`config.mk`:
```
export PLATFORM = sky130hd
export DESIGN_NAME = writeback_stage
export DESIGN_NICKNAME = d
export VERILOG_FILES = /design/src/rtl/wb_pkg.sv /design/src/rtl/wb_bypass.sv /design/src/rtl/writeback_stage.sv
export SDC_FILE = /design/constraint.sdc
export NUM_CORES = 1
export LEC_CHECK = 0
export BUFFER_PORTS_ARGS = -buffer_cell sky130_fd_sc_hd__buf_4
export CORE_MARGIN = 4
export CORE_UTILIZATION = 47
export CTS_CLUSTER_DIAMETER = 60
export DETAILED_ROUTE_END_ITERATION = 16
export GPL_ROUTABILITY_DRIVEN = 0
export HOLD_SLACK_MARGIN = 0.08
export PLACE_DENSITY = 0.77
export SETUP_SLACK_MARGIN = 0.05
export SYNTH_ARGS = -nofsm -noshare
export SYNTH_HDL_FRONTEND = slang
export SYNTH_HIERARCHICAL = 1
export SYNTH_SLANG_ARGS = --single-unit
```
`constraint.sdc`:
```
create_clock -name clk -period 1.8 [get_ports clk]
set_input_delay 0.09 -clock clk [delete_from_list [all_inputs] [get_ports clk]]
set_output_delay 0.09 -clock clk [all_outputs]
set_load 0.05 [all_outputs]
```
`src/rtl/wb_pkg.sv`:
```
// Shared defaults and state encoding for the MEM/WB writeback stage of the 16-bit core.
package wb_pkg;

  localparam int DATA_W   = 16;
  localparam int REG_AW   = 3;
  localparam int LINK_REG = 7;
  localparam int CNT_W    = 16;

  typedef enum logic [1:0] {
    WB_RUN,
    WB_DUMP,
    WB_HALTED
  } wb_state_t;

endpackage

```
`src/rtl/wb_bypass.sv`:
```
// Same-cycle bypass detection: flags decode read ports that match the register being written this cycle.
module wb_bypass #(
  parameter int REG_AW = 3
) (
  input  logic              write_en,
  input  logic [REG_AW-1:0] write_reg,
  input  logic [REG_AW-1:0] read1_sel,
  input  logic [REG_AW-1:0] read2_sel,
  output logic              hit1,
  output logic              hit2
);

  // R0 is an ordinary register here, so no zero-register exclusion.
  assign hit1 = write_en && (write_reg == read1_sel);
  assign hit2 = write_en && (write_reg == read2_sel);

endmodule

```
`src/rtl/writeback_stage.sv`:
```
// MEM/WB pipeline register, register-file write port, halt/dump sequencing and retire counter.
module writeback_stage #(
  parameter int DATA_W   = wb_pkg::DATA_W,
  parameter int REG_AW   = wb_pkg::REG_AW,
  parameter int LINK_REG = wb_pkg::LINK_REG,
  parameter int CNT_W    = wb_pkg::CNT_W
) (
  input  logic              clk,
  input  logic              rst,
  input  logic              memValid,
  input  logic [DATA_W-1:0] memAluResult,
  input  logic [DATA_W-1:0] memReadData,
  input  logic [DATA_W-1:0] memPcPlus2,
  input  logic [REG_AW-1:0] memWriteReg,
  input  logic              memRegWrite,
  input  logic              memMemToReg,
  input  logic              memLink,
  input  logic              memHalt,
  input  logic              wbStall,
  input  logic              wbFlush,
  input  logic [REG_AW-1:0] readReg1Sel,
  input  logic [REG_AW-1:0] readReg2Sel,
  output logic [DATA_W-1:0] writeData,
  output logic [REG_AW-1:0] writeRegister,
  output logic              writeEn,
  output logic              bypass1Hit,
  output logic              bypass2Hit,
  output logic              dump,
  output logic              halted,
  output logic [CNT_W-1:0]  retireCount
);

  import wb_pkg::*;

  typedef struct packed {
    logic              valid;
    logic [DATA_W-1:0] alu_result;
    logic [DATA_W-1:0] read_data;
    logic [DATA_W-1:0] pc_plus2;
    logic [REG_AW-1:0] write_reg;
    logic              reg_write;
    logic              mem_to_reg;
    logic              link;
    logic              halt;
  } memwb_t;

  memwb_t            memwb_q;
  wb_state_t         state_q, state_d;
  logic [CNT_W-1:0]  retire_q;
  logic              in_run;
  logic [DATA_W-1:0] sel_data;
  logic [REG_AW-1:0] sel_reg;
  logic              write_en;

  assign in_run = (state_q == WB_RUN);

  // NOTE: every flop uses non-blocking assignment and the async reset clears all state at once.
  always_ff @(posedge clk or negedge rst) begin
    if (!rst) begin
      memwb_q <= '0;
    end else if (state_q != WB_HALTED) begin
      if (wbFlush) begin
        memwb_q.valid <= 1'b0;
      end else if (!wbStall) begin
        memwb_q <= '{valid:      memValid,
                     alu_result: memAluResult,
                     read_data:  memReadData,
                     pc_plus2:   memPcPlus2,
                     write_reg:  memWriteReg,
                     reg_write:  memRegWrite,
                     mem_to_reg: memMemToReg,
                     link:       memLink,
                     halt:       memHalt};
      end
    end
  end

  // NOTE: defaults first so no path through the block leaves a signal unassigned (no latches).
  always_comb begin
    state_d = state_q;
    case (state_q)
      WB_RUN:    if (memwb_q.valid && memwb_q.halt && !wbStall) state_d = WB_DUMP;
      WB_DUMP:   state_d = WB_HALTED;
      WB_HALTED: state_d = WB_HALTED;
      default:   state_d = WB_RUN;
    endcase
  end

  always_ff @(posedge clk or negedge rst) begin
    if (!rst) state_q <= WB_RUN;
    else      state_q <= state_d;
  end

  assign dump   = (state_q == WB_DUMP);
  assign halted = !in_run;

  // Link overrides both the destination and the data source.
  always_comb begin
    sel_data = memwb_q.alu_result;
    sel_reg  = memwb_q.write_reg;
    if (memwb_q.link) begin
      sel_data = memwb_q.pc_plus2;
      sel_reg  = REG_AW'(LINK_REG);
    end else if (memwb_q.mem_to_reg) begin
      sel_data = memwb_q.read_data;
    end
  end

  assign write_en      = memwb_q.valid && (memwb_q.reg_write || memwb_q.link) && !memwb_q.halt && in_run;
  assign writeEn       = write_en;
  assign writeData     = write_en ? sel_data : '0;
  assign writeRegister = write_en ? sel_reg  : '0;

  // A stalled instruction is counted only on the cycle it finally leaves the register.
  always_ff @(posedge clk or negedge rst) begin
    if (!rst) begin
      retire_q <= '0;
    end else if (memwb_q.valid && !wbStall && in_run && (retire_q != '1)) begin
      retire_q <= retire_q + 1'b1;
    end
  end

  assign retireCount = retire_q;

  wb_bypass #(.REG_AW(REG_AW)) u_bypass (
    .write_en  (write_en),
    .write_reg (writeRegister),
    .read1_sel (readReg1Sel),
    .read2_sel (readReg2Sel),
    .hit1      (bypass1Hit),
    .hit2      (bypass2Hit)
  );

endmodule

```
==> results.ini <==
[yosys]
netlist_area_um2=3550
synth_enable_flop_cells=0
ys_types=32
synth_ff_type=dfrtp_1
yosysWarnings=6
yosysSeqAreaShare_pct=52.2
ys_seq_elements=74
synth_fp_nets=373
avgSynthCellArea_um2=11.7
syn_inst=302
ys_async_sr_fraction_pct=100

[run_status]
violations=negative setup slack
status=complete, but fails checks

[setup_path]
critPathCapture=bypass2Hit
path_class=register to output pin
arrival_ns=1.94
cp-start-kind=register
r2r-end=memwb_q[46]
end_kind=output pin
worst_r2r_path_depth=8
critical_path.startpoint=state_q[0]
r2r_slack_ns=-0.21
crit_fanout=5
reg2reg_from=state_q[0]
critPathRequiredTime_ns=1.71

[route]
drt_iter0_drc=95
route.vias.total=3108
drc=0
drtPass1Iterations=4
routed_wl_um=11300
wl_per_cell_um=18.9
postRouteAntennaNets=0
viasPerCell=5.21

[sta]
fin_crit_ns=2.03
slew_viol_final=0
final-hold-violation-count=0
timing.fmax_mhz=493
finalSetupViolCount=75
fin_worst_skew_ns=0.0122
tns_ns=-12.58
tightest_slew_ns=0.534
timing.hold.ws_ns=0.0954
fin_crit_sh_pct=113
rsz0062_at_grt=true
max-slew-margin-rel_pct=64.1
worst_slack_ns=-0.229

[cells_and_area]
layout_commonest_cell=buf_4
antenna_cells=0
utilization_pct=78.8
nNetsFinal=564
final_area_um2=5750
layout-drive-gt1-share_pct=50.9
area_growth_pct=62.0
final_cell_mix=107 x buf_4, 58 x dfrtp_1, 57 x dlygate4sd3_1

[power]
peakVddDrop_mv=0.593
p_leak_uw=0.00259
power.total_uw=6900
p_per_area_nw_per_um2=1200

[placed_design]
dp_hpwl_um=5990
postPlaceCellArea_um2=4590
port_buffers=105

[clocking]
clk_latency_ns=0.36
cts_tree=done
clkSinkCount=74
clockBufferDepth=2
cts_made_buffers=9
cts_root_buffer=clkbuf_8
clk_pin_slew_ns=0.08
htree_num_levels=3

[die]
initial_utilization_pct=48.6
io_pins=106
die-area_um2=9000
die_w_um=94.9
core_um2=7290
die_height_um=94.9
rows=31

[global_route]
grt_pass1_vias=3159
grt_antenna_before_repair=0
grt_pass1_wl_um=15700
track_usage_pct=23.0
grt_overflow=0
grt_max_degree=43

[worst_hold_path]
hold_class=input port to register

[job]
cap_viol_max_count=0

cell usage after synthesis (2+ instances only):
master / number / area share [%]
and4_1: 4 / 0.99
ha_1: 5 / 1.8
clkbuf_1: 7 / 0.74
o21a_1: 2 / 0.42
nor2_1: 40 / 4.2
and3_1: 2 / 0.35
buf_2: 9 / 1.3
xnor2_1: 15 / 3.7
nand3_1: 6 / 0.85
dfrtp_1: 74 / 52
a21oi_1: 20 / 2.8
mux2i_1: 16 / 4.5
inv_1: 5 / 0.53
mux2_2: 55 / 17
nor3_1: 2 / 0.28
and3_2: 2 / 0.42
nand2_1: 10 / 1.1
o21ai_0: 5 / 0.71
mux2_4: 2 / 0.85
nand4_1: 6 / 1.1
nand4b_1: 2 / 0.49
and3b_1: 3 / 0.74
sequential cells by signal (all words and copies together) (netlist names):
register and cells:
memwb_q 56, retireCount 16, state_q 2
logic make-up (layout without fill, tap and decap cells):
group,after synthesis,count (layout),share of synthesized area [%]
buffers and inverters,22,217,2.65
AO/OA/AOI/OAI,28,28,4.20
multiplexers,73,73,22.8
adder cells (fa/ha/maj),5,5,1.76
XOR/XNOR,15,15,3.70
flip-flops,74,74,52.2
AND/OR/NAND/NOR,85,85,12.7
power breakdown:
part	switching [µW]	leakage [µW]	internal (µW)	total [µW]
Sequential	402	0.000875	2290	2690
Combinational	1530	0.00164	1560	3090
Clock	635	0.0000742	488	1120
Total	2570	0.00259	4340	6900
worst min path at each step:
| stage | end | cells past startpoint | slack (ns) | from |
|---|---|---|---|---|
| floorplan | memwb_q[0] | 0 | -0.21 | rst |
| global placement | memwb_q[49] | 1 | 0.11 | rst |
| detailed placement | memwb_q[33] | 1 | 0.12 | rst |
| CTS | memwb_q[55] | 4 | 0.10 | wbFlush |
| global route | memwb_q[55] | 4 | 0.13 | wbFlush |
| finish | memwb_q[55] | 4 | 0.1 | wbFlush |
routing by layer:
layer	wire length, µm	GRT usage (%)
met1	4610	29.3
met2	5710	39.5
met3	735	6.14
met5	0	0
met4	229	4.45
layout make-up:
type | count | area, µm²
flip-flops and latches | 74 | 1870
clock buffers | 10 | 128
repair buffers | 197 | 1850
multi-input cells | 206 | 1720
clock inverters | 5 | 32.5
fillers | 446 | 1550
inverters | 5 | 18.8
well taps | 99 | 124
metrics by stage:
step                      cells  setup slack (ns)
after global placement      501             0.108
after global routing        596            -0.320
after floorplan             302           -0.0231
final                       596            -0.229
after CTS                   585            -0.209
after detailed placement    501            0.0468
critical path: stages (launching register included):
cell and delay, ns:
dfrtp_1 0.41, inv_2 0.10, ha_4 0.15, o2111ai_4 0.18, nor2_4 0.21, xnor2_2 0.15
and4_4 0.24, buf_8 0.14
what timing repair did:
action                                  4_1_cts  5_1_grt
hold buffers                                 57        0
pin swaps                                     7        4
setup buffers                                 9        6
endpoints found under the setup margin       69       84
endpoints found under the hold margin        96        0
cloned                                        3        5
resized for setup                            20       19
(Power assumes the default switching activity.)
